==> config.mk <==
export PLATFORM = sky130hd
export DESIGN_NAME = ram_port_arbiter
export DESIGN_NICKNAME = d
export VERILOG_FILES = /design/src/rtl/ram_port_arbiter.sv
export SDC_FILE = /design/constraint.sdc
export NUM_CORES = 1
export LEC_CHECK = 0
export ABC_AREA = 1
export BUFFER_PORTS_ARGS = -buffer_cell sky130_fd_sc_hd__buf_4
export CORE_MARGIN = 4
export CORE_UTILIZATION = 45
export DETAILED_ROUTE_END_ITERATION = 12
export PLACE_DENSITY = 0.76
export SYNTH_ARGS = -nofsm -noshare
export SYNTH_HDL_FRONTEND = slang
export SYNTH_SLANG_ARGS = --single-unit
==> constraint.sdc <==
create_clock -name clk -period 5.3 [get_ports clk]
set_clock_uncertainty 0.1 [all_clocks]
set_input_delay 0.265 -clock clk [delete_from_list [all_inputs] [get_ports clk]]
set_output_delay 0.265 -clock clk [all_outputs]
set_load 0.1 [all_outputs]
==> src/rtl/ram_port_arbiter.sv <==
// Round-robin arbiter sharing one DMA/RAM port between NREQ requesters, one transaction at a time.
// Optional DMA completion timeout enabled by defining RAM_ARB_TIMEOUT_EN.
module ram_port_arbiter #(
    parameter int unsigned NREQ    = 3,
    parameter int unsigned AW      = 16,
    parameter int unsigned DW      = 8,
    parameter int unsigned TIMEOUT = 255
) (
    input  logic                 clk,
    input  logic                 RST,
    input  logic [NREQ-1:0]      req,
    input  logic [NREQ-1:0]      we,
    input  logic [NREQ*AW-1:0]   addr,
    input  logic [NREQ*DW-1:0]   wdata,
    output logic [NREQ-1:0]      grant,
    output logic [NREQ-1:0]      done,
    output logic [DW-1:0]        rdata,
    output logic                 err,
    output logic [AW-1:0]        ram_address,
    output logic [DW-1:0]        ram_data_in,
    output logic                 ram_read,
    output logic                 ram_write,
    input  logic [DW-1:0]        ram_data_out,
    input  logic                 ram_done_read,
    input  logic                 ram_done_write
);

    localparam int unsigned IW = (NREQ > 1) ? $clog2(NREQ) : 1;
    localparam int unsigned CW = 8;

    localparam logic [1:0] IDLE = 2'd0;
    localparam logic [1:0] BUSY = 2'd1;
    localparam logic [1:0] DONE = 2'd2;

    // Elaboration-time range checks on the parameters.
    if (NREQ < 2 || NREQ > 8) begin : gBadNreq
        $error("ram_port_arbiter: NREQ must be 2..8");
    end
    if (TIMEOUT < 1 || TIMEOUT > 255) begin : gBadTimeout
        $error("ram_port_arbiter: TIMEOUT must be 1..255");
    end

    logic [1:0]      state, stateNext;
    logic [IW-1:0]   idx, idxNext;
    logic [IW-1:0]   ptr, ptrNext;
    logic            weL, weNext;
    logic [NREQ-1:0] grantNext, doneNext;
    logic [DW-1:0]   rdataNext;
    logic            errNext;
    logic [AW-1:0]   addrNext;
    logic [DW-1:0]   dataNext;
    logic            readNext, writeNext;
    logic            anyReq;
    logic            matchDone;
    logic [IW-1:0]   idxInc;
    int              pickIdx;
`ifdef RAM_ARB_TIMEOUT_EN
    logic [CW-1:0]   cnt, cntNext;
`endif

    // First requester at or after ptr, wrapping modulo NREQ.
    always_comb begin
        anyReq  = 1'b0;
        pickIdx = 0;
        for (int i = 0; i < int'(NREQ); i++) begin
            if (!anyReq && req[(int'(ptr) + i) % int'(NREQ)]) begin
                anyReq  = 1'b1;
                pickIdx = (int'(ptr) + i) % int'(NREQ);
            end
        end
    end

    assign idxInc    = (idx == IW'(NREQ - 1)) ? '0 : idx + 1'b1;
    assign matchDone = weL ? ram_done_write : ram_done_read;

    always_comb begin
        stateNext = state;
        idxNext   = idx;
        ptrNext   = ptr;
        weNext    = weL;
        grantNext = grant;
        doneNext  = '0;
        errNext   = 1'b0;
        rdataNext = rdata;
        addrNext  = ram_address;
        dataNext  = ram_data_in;
        readNext  = ram_read;
        writeNext = ram_write;
`ifdef RAM_ARB_TIMEOUT_EN
        cntNext   = cnt;
`endif
        case (state)
            IDLE: begin
                grantNext = '0;
                addrNext  = '0;
                dataNext  = '0;
                readNext  = 1'b0;
                writeNext = 1'b0;
                if (anyReq) begin
                    stateNext = BUSY;
                    idxNext   = IW'(pickIdx);
                    weNext    = we[pickIdx];
                    addrNext  = addr[pickIdx*AW +: AW];
                    dataNext  = wdata[pickIdx*DW +: DW];
                    grantNext = NREQ'(1) << pickIdx;
                    readNext  = ~we[pickIdx];
                    writeNext = we[pickIdx];
`ifdef RAM_ARB_TIMEOUT_EN
                    cntNext   = '0;
`endif
                end
            end
            BUSY: begin
                if (matchDone) begin
                    stateNext = DONE;
                    doneNext  = grant;
                    readNext  = 1'b0;
                    writeNext = 1'b0;
                    if (!weL) begin
                        rdataNext = ram_data_out;
                    end
                end
`ifdef RAM_ARB_TIMEOUT_EN
                // Abandon the transaction: report it as done with err, skip the DONE state.
                else if (cnt == CW'(TIMEOUT - 1)) begin
                    stateNext = IDLE;
                    doneNext  = grant;
                    errNext   = 1'b1;
                    readNext  = 1'b0;
                    writeNext = 1'b0;
                    addrNext  = '0;
                    dataNext  = '0;
                    ptrNext   = idxInc;
                end else begin
                    cntNext = cnt + 1'b1;
                end
`endif
            end
            DONE: begin
                stateNext = IDLE;
                grantNext = '0;
                addrNext  = '0;
                dataNext  = '0;
                ptrNext   = idxInc;
            end
            default: begin
                stateNext = IDLE;
                grantNext = '0;
                readNext  = 1'b0;
                writeNext = 1'b0;
            end
        endcase
    end

    always_ff @(posedge clk or negedge RST) begin
        if (!RST) begin
            state       <= IDLE;
            idx         <= '0;
            ptr         <= '0;
            weL         <= 1'b0;
            grant       <= '0;
            done        <= '0;
            rdata       <= '0;
            err         <= 1'b0;
            ram_address <= '0;
            ram_data_in <= '0;
            ram_read    <= 1'b0;
            ram_write   <= 1'b0;
`ifdef RAM_ARB_TIMEOUT_EN
            cnt         <= '0;
`endif
        end else begin
            state       <= stateNext;
            idx         <= idxNext;
            ptr         <= ptrNext;
            weL         <= weNext;
            grant       <= grantNext;
            done        <= doneNext;
            rdata       <= rdataNext;
            err         <= errNext;
            ram_address <= addrNext;
            ram_data_in <= dataNext;
            ram_read    <= readNext;
            ram_write   <= writeNext;
`ifdef RAM_ARB_TIMEOUT_EN
            cnt         <= cntNext;
`endif
        end
    end

endmodule

; Word-level counts from Yosys, hierarchy flattened
; Index checks and enable logic that the tools add are counted.
; W data, S select, Z words.
[totals]
ff_bits = 47
latch_bits = 0
ram_bits = 0
mem_bits_ro = 0
in_bits = 90
out_inout_bits = 41
word_cells = 78
n_memories = 0
[op_classes]
add_sub_neg = 3
mul = 0
div_mod_pow = 3
magnitude_cmp = 4
eq_ne = 5
shifts = 3
n_mux = 36
bitwise_logic = 3
reduce_logical = 10
[ops]
columns = operator, n
row1 = $lt A32 B4 Y1 const B, 4
row2 = $mux W32, 3
row3 = $mod A32 B3 Y32 const B, 2
row4 = $shiftx A48 B33 Y16, 1
row5 = $shiftx A24 B33 Y8, 1
row6 = $mod A3 B3 Y32 const B, 1
row7 = $pmux W16 S2, 1
row8 = $shl A1 B32 Y3 const A, 1
row9 = $mux W16, 1
row10 = $pmux W8 S2, 1
row11 = $mux W1, 15
row12 = $mux W3, 3
row13 = $bmux W1 S2, 4
row14 = $mux W8, 1
row15 = $mux W2, 3
row16 = $pmux W1 S3, 2
row17 = $pmux W3 S2, 1
row18 = $reduce_and A2 Y1, 3
row19 = $eq A2 B2 Y1 const B, 2
row20 = $ne A2 B2 Y1 const B, 2
row21 = $pmux W2 S2, 1
row22 = $add A2 B1 Y3 const B, 1
row23 = $add A2 B2 Y3 const B, 1
row24 = $not A1 Y1, 3
row25 = 7 further kinds, 9

; Depth between registers and ports, before layout
[logic_depth]
word_depth = 17
ltp_mapped = 15
depth_no_buf = 15

; Worst setup path after synthesis
; No wires, ideal clock.
[synth_path]
path_type = reg-to-reg
start = reg ptr[1]
end = reg ram_address[0]
setup_ns = 0.068
arrival_ns = 2.121
required_ns = 5.132
setup_slack_ns = 3.012
stages_incl_launch_ff = 14
path_buffers = 1
synth_period_minus_slack_ns = 2.288
cell_sequence = dfrtp_1 -> inv_1 -> ha_1 -> inv_2 -> nand3_1 -> ha_1 -> nand2_1 -> o21ai_0 -> nand2_1 -> nand3_2 -> buf_2 -> nor2_1 -> nand3_1 -> nand2_1
[synth_between]
elab_chain_cells = 14
word_cells_on_any_way = 27
classes_between = add/sub: 2 / div: 3 / shift: 1 / mux: 17 / reduce/logical: 4
[synth_rtl]
columns = element, line_no
row1 = from (decl), 45  ; logic [IW-1:0] ptr, ptrNext;
row2 = from (signal assigned), 175  ; ptr <= ptrNext;
row3 = branches (longest 12 deep; another with $mod A32 B3 Y32), n/a
row4 = $mux W16 *, 99  ; if (anyReq) begin
row5 = $pmux W16 S2 *, 92  ; case (state)
row6 = to (signal assigned), 181  ; ram_address <= addrNext;
row7 = to (decl), 19  ; output logic [AW-1:0] ram_address,
; Mark *: on every way between the ends. The select of a mux whose other input is x is not followed.
; A chain may end at the register's enable or synchronous reset.

; Worst setup path after layout
[layout_path]
start = reg ptr[0]
end = reg ram_data_in[0]
[layout_between]
elab_chain_cells = 14
word_cells_on_any_way = 27
classes_between = add/sub: 2 / div: 3 / shift: 1 / mux: 17 / reduce/logical: 4
[layout_rtl]
columns = element, line_no
row1 = branches (longest 12 deep; another with $mod A32 B3 Y32), n/a
row2 = $mux W8 *, 99
row3 = $pmux W8 S2 *, 92
row4 = to (signal assigned), 182  ; ram_data_in <= dataNext;
row5 = to (decl), 20  ; output logic [DW-1:0] ram_data_in,
; Marked as above.

==> flow_summary.ini <==
[place]
post-place-ws_ns = 2.443
place_congestion = 0.9194
io_buffers = 129
hpwl_mm = 6.451

[clock_tree]
clk_pin_slew_ns = 0.10
numCtsBuffers = 5
cts_tree = yes
cts.path.max_buffers = 2
cts_root_buf = clkbuf_8
postCtsSetupBuffers = 0
clock_latency_ns = 0.29
htreeDepth = 2
clock_sinks = 47

[sta]
min_period_over_period_pct = 54.98
clock.fmax_mhz = 343.2
rsz0062_at_grt = false
relSlewSlack_pct = 41.22
hold_viol = 0
tightest_slew_ns = 0.8817
setup_ws_ns = 2.386
drv_slew = 0
setup_viol_count_final = 0
fin_tns_setup_ns = 0
layout_min_cycle_time_ns = 2.914

[synthesis]
synth_common_cells = 93 x nand2_1, 47 x dfrtp_1, 41 x nand3_1, 32 x nor2_1, 26 x a21oi_1
synth-edff-count = 0
synth_cells = 382
synth.ff_latch_count = 47
async_flop_share_pct = 100.0
netlist_area_sq_um = 3030
synth_most_common_cell = nand2_1
ys_warn_count = 0
synth_top_area_cell = dfrtp_1
synth_nets = 482
netlist_top_cells_area = dfrtp_1 39%, nand2_1 12%, nand3_1 6.8%
ys_types = 32
seq_area_frac_synth_pct = 38.81
syn_area_per_cell_sq_um = 7.933
synth_top_cell_area_share_pct = 38.81
dominantRegCellSynth = dfrtp_1

[setup_path]
reg2reg_to = ram_data_in[0]
regToRegStartpoint = ptr[0]
crit_top_cell = nand2_1
path_cells = inv_1 -> ha_1 -> inv_2 -> nand3_1 -> ha_1 -> nand2_1 -> o21ai_0 -> nand2_1 -> nand3_2 -> nor2_1 -> nand3_1 -> nand2_1
crit_type = register to register
worst_setup_path_end_kind = register
cp_max_fo = 24
critPathTopFamily = simple AND/OR/NAND/NOR gates
critPathLaunch = ptr[0]
slowest_delay_ns = 0.47
r2r.worst_path.cells = 12
r2r_slack_ns = 2.39
arrival_ns = 3.05
critPathLaunchType = register
required_ns = 5.44
slowest_stage = dfrtp_1
crit_buf_inv = 2

[final_layout]
fillCellCount = 567
drive_gt1_share_pct = 34.13
final_net_count = 603
antenna_cells = 0
area_growth_pct = 35.63

[route]
via_per_inst = 5.162
antenna_left = 0
drt-total-wl_mm = 8.639
drtIter0Drc = 162
drc = 0
vias = 2999
wire_per_inst_microns = 14.87
firstDrtPassIters = 4

[hold_path]
min_to = rdata[3]
min_path_type = primary input to register
hold_depth = 2
hold_start = ram_data_out[3]

[floorplan]
die_h_microns = 90.06
rows = 29
die_w_microns = 90.06
dieArea_sq_um = 8111
initial_core_util_pct = 46.92
core_sq_um = 6459
ios = 131

[grt]
grt_pass1_vias = 2959
antenna_found_initial = 0
grt_pass1_wl_mm = 13.88
grt_overflow_total = 0
grtUsageTotal_pct = 20.74
grt_max_degree = 53

[outcome]
status = finished clean

[job]
max_cap_violations = 0
-- metrics by stage --
stage               cell area (sq um)  hold WS [ns]  std cells  utilization (%)
finish                           4110       0.08267        581            63.64
global route                     4110       0.07785        581            63.64
CTS                              4110       0.07961        581            63.64
detailed placement               3983        0.2132        572            61.66
global placement                 3983        0.2146        572            61.66
floorplan                        3030       -0.1306        382                -
-- cell type report --
type,count,area [sq um],share of cell area (%)
Clock buffer,6,82.58,2.009
Inverter,24,92.59,2.253
Sequential cell,47,1176,28.61
Timing Repair Buffer,131,985.9,23.99
Clock inverter,2,35.03,0.8524
Tap cell,77,96.34,2.344
Multi-Input combinational cell,294,1642,39.94
-- routing by layer --
layer | vias up | global-route usage (%) | share of wire [%]
li1 | 1483 | - | -
met5 | - | 0 | 0
met1 | 1379 | 25.05 | 43
met2 | 112 | 34.60 | 48
met4 | 0 | 9.056 | 3.2
met3 | 25 | 5.676 | 6.2
-- cell families after synthesis --
| logic type | after synthesis | synth area share [%] |
|---|---|---|
| DFF | 47 | 38.81 |
| AOI/OAI and AO/OA | 38 | 6.606 |
| buffers and inverters | 41 | 7.019 |
| adders and majority gates | 10 | 4.129 |
| muxes | 8 | 2.973 |
| and+or+nand+nor | 237 | 40.34 |
| other | 1 | 0.1237 |
-- placed cells by master (no fill, tap or decap) --
cell type      count
nand2_1           93
clkinv_1           1
buf_4            130
and2_1             1
dfrtp_1           47
conb_1             1
bufinv_16          1
or2_2              2
nor2_4             1
clkinv_2           1
nand3b_1          25
o21ai_0            5
mux2_2             8
nand2_2            3
ha_1              10
nor2_8             1
nand3_1           41
inv_4              1
dlygate4sd3_1      1
a31oi_2            1
o21ai_1            5
nand4_1            1
nand2_4            6
or2_0             19
o31ai_1            1
nor2_1            32
inv_1             18
inv_2              4
clkbuf_8           6
nor3_1             2
or2_1              3
a21oi_1           26
nand3_2            7
-- worst max path at each step --
stage | end | slack [ns] | cells past startpoint
finish | ram_data_in[0] | 2.39 | 12
global route | ram_address[13] | 2.08 | 12
CTS | ram_data_in[0] | 2.42 | 12
detailed placement | ram_data_in[0] | 2.44 | 12
global placement | ram_data_in[5] | 2.58 | 12
floorplan | ram_address[0] | 3.01 | 13
-- state kept, by name, indices dropped and copies added, names as in the netlist, 2 cells and up --
signal       flops
idx              2
ptr              2
done             3
ram_address     16
state            2
grant            3
rdata            8
ram_data_in      8
-- repair_timing --
| item | 4_1_cts | 5_1_grt |
|---|---|---|
| hold buffers | 1 | 0 |
| endpoints found under the hold margin | 47 | 0 |
| gates resized for setup | 0 | 0 |
-- worst reg2reg max path: stages (launching register included) --
cell	delay (ns)
dfrtp_1	0.47
inv_1	0.14
ha_1	0.40
inv_2	0.16
nand3_1	0.15
ha_1	0.32
nand2_1	0.09
o21ai_0	0.09
nand2_1	0.09
nand3_2	0.43
nor2_1	0.27
nand3_1	0.09
nand2_1	0.07
Power is not shown: default switching activity piles up to over one toggle a cycle in this logic, so the estimate is an artifact.
